==> config.mk <==
export PLATFORM = sky130hd
export DESIGN_NAME = pkt_rr_arbiter
export DESIGN_NICKNAME = d
export VERILOG_FILES = /design/src/rtl/pkt_rr_arbiter.sv
export SDC_FILE = /design/constraint.sdc
export NUM_CORES = 1
export LEC_CHECK = 0
export BUFFER_PORTS_ARGS = -buffer_cell sky130_fd_sc_hd__buf_2
export CAP_MARGIN = 20
export CORE_UTILIZATION = 37
export DETAILED_ROUTE_END_ITERATION = 8
export MAX_ROUTING_LAYER = met4
export PLACE_DENSITY = 0.81
export SKIP_CTS_REPAIR_TIMING = 1
export SLEW_MARGIN = 10
export SYNTH_ARGS = -nofsm -noshare
export SYNTH_HDL_FRONTEND = slang
export SYNTH_SLANG_ARGS = --single-unit
==> constraint.sdc <==
create_clock -name clk -period 2.8 [get_ports clk]
set_input_delay 0.42 -clock clk [delete_from_list [all_inputs] [get_ports clk]]
set_output_delay 0.42 -clock clk [all_outputs]
set_load 0.01 [all_outputs]
==> src/rtl/pkt_rr_arbiter.sv <==
// rtl/pkt_rr_arbiter.sv - round-robin packet arbiter forwarding req_len words per grant with first/last framing
module pkt_rr_arbiter #(
    parameter int N_REQ  = 4,
    parameter int DATA_W = 32,
    parameter int LEN_W  = 4
) (
    input  logic                    clk,
    input  logic                    rst,
    input  logic [N_REQ-1:0]        req_valid,
    input  logic [N_REQ*LEN_W-1:0]  req_len,
    input  logic [N_REQ*DATA_W-1:0] req_data,
    output logic [N_REQ-1:0]        req_ready,
    output logic                    out_valid,
    output logic [DATA_W-1:0]       out_data,
    output logic                    out_first,
    output logic                    out_last,
    input  logic                    out_ready,
    output logic [N_REQ-1:0]        grant,
    output logic                    busy,
    output logic                    err_len
);
    localparam int PTR_W = $clog2(N_REQ);

    typedef enum logic {IDLE, XFER} state_t;

    state_t           state;
    state_t           state_nxt;
    logic [PTR_W-1:0] ptr;
    logic [PTR_W-1:0] gidx;
    logic [PTR_W-1:0] win;
    logic [PTR_W-1:0] idx;
    logic             win_found;
    logic [LEN_W-1:0] win_len;
    logic [LEN_W-1:0] cnt;
    logic             first;
    logic             take_grant;
    logic             zero_len;
    logic             xfer_fire;
    logic             last_fire;

    function automatic logic [PTR_W-1:0] next_idx(input logic [PTR_W-1:0] i);
        return (int'(i) == N_REQ - 1) ? '0 : i + PTR_W'(1);
    endfunction

    // Search order starts at ptr and wraps, so the last-served requester goes to the back.
    always_comb begin
        win_found = 1'b0;
        win       = '0;
        idx       = '0;
        for (int k = 0; k < N_REQ; k++) begin
            idx = PTR_W'((int'(ptr) + k) % N_REQ);
            if (!win_found && req_valid[idx]) begin
                win_found = 1'b1;
                win       = idx;
            end
        end
    end

    assign win_len    = req_len[int'(win)*LEN_W +: LEN_W];
    assign take_grant = (state == IDLE) && win_found && (win_len != '0);
    assign zero_len   = (state == IDLE) && win_found && (win_len == '0);
    assign xfer_fire  = out_valid & out_ready;
    assign last_fire  = xfer_fire && (cnt == LEN_W'(1));

    always_ff @(posedge clk) begin
        if (rst) begin
            state <= IDLE;
        end else begin
            state <= state_nxt;
        end
    end

    always_comb begin
        state_nxt = state;
        case (state)
            IDLE:    if (take_grant) state_nxt = XFER;
            XFER:    if (last_fire)  state_nxt = IDLE;
            default: state_nxt = IDLE;
        endcase
    end

    always_comb begin
        out_valid = 1'b0;
        out_data  = req_data[int'(gidx)*DATA_W +: DATA_W];
        out_first = 1'b0;
        out_last  = 1'b0;
        req_ready = '0;
        busy      = 1'b0;
        err_len   = 1'b0;
        case (state)
            IDLE: err_len = zero_len;
            XFER: begin
                busy            = 1'b1;
                out_valid       = req_valid[gidx];
                out_first       = first & out_valid;
                out_last        = (cnt == LEN_W'(1)) & out_valid;
                req_ready[gidx] = out_ready;
            end
            default: ;
        endcase
    end

    // A zero-length winner is skipped by moving ptr past it without consuming anything.
    always_ff @(posedge clk) begin
        if (rst) begin
            ptr   <= '0;
            grant <= '0;
            gidx  <= '0;
            cnt   <= '0;
            first <= 1'b0;
        end else if (state == IDLE) begin
            if (take_grant) begin
                grant <= N_REQ'(1) << win;
                gidx  <= win;
                cnt   <= win_len;
                first <= 1'b1;
            end else if (zero_len) begin
                ptr <= next_idx(win);
            end
        end else if (xfer_fire) begin
            cnt   <= cnt - LEN_W'(1);
            first <= 1'b0;
            if (cnt == LEN_W'(1)) begin
                grant <= '0;
                ptr   <= next_idx(gidx);
            end
        end
    end
endmodule

Yosys cells after proc, flatten, opt, wreduce, memory -nomap -nowiden
Index checks and enable logic that the tools add are counted.
- flip-flop bits (word level): 14
- input port bits: 151
- output and inout bits: 45
- logic and storage cells: 97
- add/sub/neg operators: 6
- $lt $le $gt $ge: 6
- eq/ne operators: 6
- shifts and indexed selects: 3
- multiplexer cells: 46
- bitwise operators: 5
- reductions and logical operators: 19
- operators by type and width (operator ; number):
    128-bit by 8-bit indexed part select with 32-bit output ; 1
    4-bit 2-to-1 mux ; 8
    2-bit 2-to-1 mux ; 11
    1-bit 2-to-1 mux ; 20
    16-bit by 5-bit indexed part select with 4-bit output ; 1
    2-bit by 3-bit < comparator with 1-bit output, second input constant ; 5
    1-bit binary-select mux with 2-bit select ; 5
    1-bit logical AND ; 8
    2-bit by 1-bit adder with 2-bit output, second input constant ; 3
    2-bit adder, second input constant ; 2
    4-bit bitwise AND ; 1
    2-bit by 1-bit equality test with 1-bit output, second input constant ; 2
    4-bit by 1-bit equality test with 1-bit output, second input constant ; 1
    4-bit logical NOT ; 1
    2-bit by 1-bit inequality test with 1-bit output, second input constant ; 2
    2-bit AND reduction ; 2
    4-bit AND reduction ; 1
    2-bit nonzero test ; 2
    4-bit nonzero test ; 1
    1-bit by 2-bit left shift with 4-bit output, first input constant ; 1
    4-bit by 1-bit subtractor with 4-bit output, second input constant ; 1
    1-bit bitwise AND ; 3
    1-bit logical NOT ; 3
    3-bit AND reduction ; 1
    other kinds (5) ; 5

Logic depth before layout (Yosys ltp)
- depth in word-level cells: 18
- mapped depth: 9
- gate-level depth less buffers: 8

Worst setup path before layout
No wires, ideal clock.
- kind: input-to-output
- from: input req_valid[2]
- to: output err_len
- data arrival time: 2.057 ns
- slack: 0.323 ns
- stages: 7
- buffers on the path: 1
- cells stage by stage: nor2b_2 > or4b_4 > buf_6 > a21bo_1 > a32oi_2 > nor4_1 > and2_1
- word-level cells in the longest chain between the ends: 16
- elaborated cells on any way between the ends: 27
- those cells by class: shift (1); mux (17); reduce/logical (9)
- ends and longest elaborated chain (what ; line ; source):
    from (decl) ; 9 ; input logic [N_REQ-1:0] req_valid,
    1-bit binary-select mux with 2-bit select ; 52 ; if (!win_found && req_valid[idx]) begin
    1-bit 2-to-1 mux (not written as such) ; 52 ;
    1-bit 2-to-1 mux ; 52 ;
    1-bit logical NOT ; 52 ;
    1-bit logical AND ; 52 ;
    1-bit 2-to-1 mux ; 52 ;
    1-bit logical NOT ; 52 ;
    1-bit logical AND ; 52 ;
    1-bit 2-to-1 mux ; 52 ;
    1-bit logical NOT ; 52 ;
    1-bit logical AND ; 52 ;
    2-bit 2-to-1 mux ; 52 ;
    16-bit by 5-bit indexed part select with 4-bit output ; 59 ; assign win_len = req_len[int'(win)*LEN_W +: LEN_W];
    4-bit logical NOT ; 61 ; assign zero_len = (state == IDLE) && win_found && (win_len == '0);
    1-bit logical AND (*) ; 61 ;
    1-bit 2-to-1 mux (*) ; 90 ; case (state)
    to (decl) ; 20 ; output logic err_len
Mark *: on every way between the ends. The rest lies on a longest branch, timed or not. The select of a mux whose other input is x is not followed.

Worst setup path in the final report
Ends and elaborated chain as after synthesis.

==> impl_results.md <==
* Leakage power at 1.56 nW
* Die area at 0.00584 sq mm
* Initial Utilization at 0.392
* Slowest-stage cell, CP: or4b_4
* Drc violations at 0
* Hold Fails Final Rpt at 0
* Max Fclk at between 300 and 400 MHz
* Area of the core at approximately 0.0052 sq mm
* Antenna-violating nets left at 0
* First-pass GRT wire length at 13800 um
* Mean Syn Cell Area at about 10 sq um
* Total gr overflow at 0
* Data arrival, critical path at 2.34 ns
* YS warnings at 0
* Largest net degree at the start of global routing at 37
* Crit. End Element: output pin
* Mapped Area at ~0.002 sq mm
* CP Class: in2out
* I/O pin cnt at 196
* CP peak stage delay at around 0.63 ns
* Htree depth at 1
* Clock Path Buffers at 2
* GP Congestion at 0.950
* Minimum clock period at ~2.8 ns
* Final WL at approximately 9200 um
* VDD IR-drop max at between 0.2 and 0.25 mV
* Register bit total from synthesis at 14
* Proportion of layout cells with a drive suffix above 1 at 0.672
* DP Area at approximately 0.0031 sq mm
* Final Skew at between 0.002 and 0.003 ns
* MaxCap Viol Count at 0
* Worst-Margin Slew at slightly below 0.6 ns
* HP Class: reg2reg
* Root Buffer Master: clkbuf_8
* Critical path peak fanout at 13
* Clk slew on worst S/H paths at around 0.060 ns
* Synth cell types at 48
* DR vias at around 2700
* Row count at 26
* GRT Resource Usage Total at 0.317
* Critical Path Start: req_valid[2]
* Req. time, crit path at 2.38 ns
* Crit path max-delay family: simple AND/OR/NAND/NOR gates
* Ant diodes at 0
* Dpl hpwl at 7830 um
* Placed cell count at roughly 460
* P per Cell Area at 343 mW/mm^2
* Total CTS buffers at 3
* First-pass DRT Iterations at 4
* Die Ht at roughly 76 um
* Vias per inst at about 5.8
* Final period utilization at 0.984
* CTS Sinks at 14
* Outcome: complete, no violations
* Cell repeated most along the worst path: buf_2
* Critical path buffers and inverters at 2
* Syn nets at between 300 and 400
* Clk_lat worst skew at between 0.2 and 0.3 ns
* Worst setup SP type: input port
* Cells after Synth at a little under 200
* Nets at 555
* CTS tree: done
* Cell breakdown of the critical path: buf_2 -> nor2b_2 -> or4b_4 -> a21bo_2 -> a32oi_4 -> nor4_4 -> and2_1 -> buf_2
* I/O Buffers at 195
* Pins over their slew limit at 0
* Power Total at 1.11 mW
* Vias in the first global route at ~2700
* WL/cell at about 20 um
* DRT iter0 DRCs at around 110
* Post-route insts no fill at roughly 460
* Post-Route Utilization at 0.618
* HP Start: first$_SDFFE_PP0P_
* Initial antenna violation count at 0
* Horiz. Die Dim at between 70 and 80 um
* Sequential element share of the synthesized area at 0.137
* FF-to-FF Start: ptr[0]$_SDFFE_PP0P_
* Final setup viols at 0
* Final instance area at between 0.003 and 0.004 sq mm
* Rel. slew slack at 0.606
* Area Overhead vs Synth at 57.9%
==> cells in the mapped netlist (all sizes together) <==
library cell  count  area, sq um
o31a              1         8.76
dfxtp            14          280
a21boi            1         7.51
a221oi            5         43.8
a211oi            1         7.51
o311ai            1         8.76
nor4              6         37.5
mux2              1         11.3
nand3            14         80.1
o21ai             3         15.0
a32oi             4         68.8
a211o             1         8.76
o21bai            1         7.51
nor2b             4         27.5
clkbuf            8         30.0
a21bo             4         40.0
a31o              1         8.76
or3               1         6.26
inv               8         30.0
mux2i             3         30.0
or4b              1         13.8
nand2            21         78.8
buf               8         48.8
nand4b            1         8.76
o31ai             1         7.51
and2              3         18.8
nor3b             5         37.5
a21oi            12         60.1
nor2              6         22.5
a311oi            1         8.76
o41ai             1         27.5
ha               10          125
nand4             1         6.26
o211a             1         10.0
and3              7         43.8
o2111ai           1         8.76
or4               1         11.3
mux4             33          743
o41a              1         11.3
==> report_power, final <==
part	leakage (nW)	switching (mW)	internal, mW
Sequential	0.116	0.0294	0.224
Combinational	1.42	0.320	0.342
Clock	0.0288	0.0714	0.125
Total	1.56	0.421	0.691
==> per-layer routing <==
metal,part of all wire,GRT usage,up-vias,routed length (um)
li1,-,-,1189,-
met1,0.39,0.372,1318,3630
met2,0.49,0.528,137,4530
met3,0.083,0.0766,28,768
met4,0.031,0.112,0,289
met5,0,-,-,0
==> metrics by stage <==
stage | hold WS, ns | worst slack, ns | TNS [ns]
final | 0.459 | 0.0434 | 0
after global placement | 0.445 | 0.0806 | 0
after CTS | 0.465 | -0.00497 | -0.00497
after floorplan | 0.432 | 0.323 | 0
after detailed placement | 0.457 | 0.0430 | 0
after global routing | 0.487 | -0.0261 | -0.0261
==> cells by family after synthesis <==
group,Yosys count,synth area share
multiplexers,37,0.383
buffers and inverters,24,0.0531
flip-flops,14,0.137
AO/OA/AOI/OAI,41,0.175
AND/OR/NAND/NOR,71,0.192
adder cells (fa/ha/maj),10,0.0610
==> layout make-up <==
class / count / area [sq um]
inverter: 8 / 30.0
tap: 70 / 87.6
fill: 453 / 2000
timing repair buffer: 208 / 1070
sequential: 14 / 283
multi-input combinational: 159 / 1710
clock buffer: 4 / 55.1
==> layout by cell type (no fill, tap or decap), drive strengths merged, types with 3 or more instances in the layout <==
| cell type | count |
|---|---|
| a21bo | 4 |
| nor2b | 4 |
| and3 | 7 |
| nand3 | 14 |
| mux2i | 3 |
| a221oi | 5 |
| mux4 | 33 |
| and2 | 3 |
| o21ai | 3 |
| nand2 | 21 |
| nor4 | 6 |
| clkbuf | 4 |
| inv | 8 |
| a21oi | 12 |
| buf | 208 |
| nor3b | 5 |
| nor2 | 6 |
| a32oi | 4 |
| ha | 10 |
| dfxtp | 14 |
==> path summary, 6_finish.rpt <==
path	slack, ns	depth (start not counted)	endpoint
worst max-delay path	0.04	8	err_len
worst max register to register	0.22	9	grant[0]$_SDFFE_PP0P_
worst min register to register	0.46	2	first$_SDFFE_PP0P_
worst min-delay path	0.46	2	first$_SDFFE_PP0P_
==> worst register-to-register path, stage by stage, from the launching register on <==
cell and delay [ns]:
dfxtp_2 0.37, nor2b_2 0.06, or4b_4 0.63, nand3_2 0.14, a32oi_4 0.15, buf_4 0.18, o41ai_4 0.49, buf_4 0.25
nand3_1 0.09, a21oi_1 0.15
==> flip-flops by register name, indices dropped and copies added (netlist names) <==
register and count:
cnt 4, grant 4, gidx 2, ptr 2, first 1, state 1
Note: power is estimated with default switching activity, not from simulation.
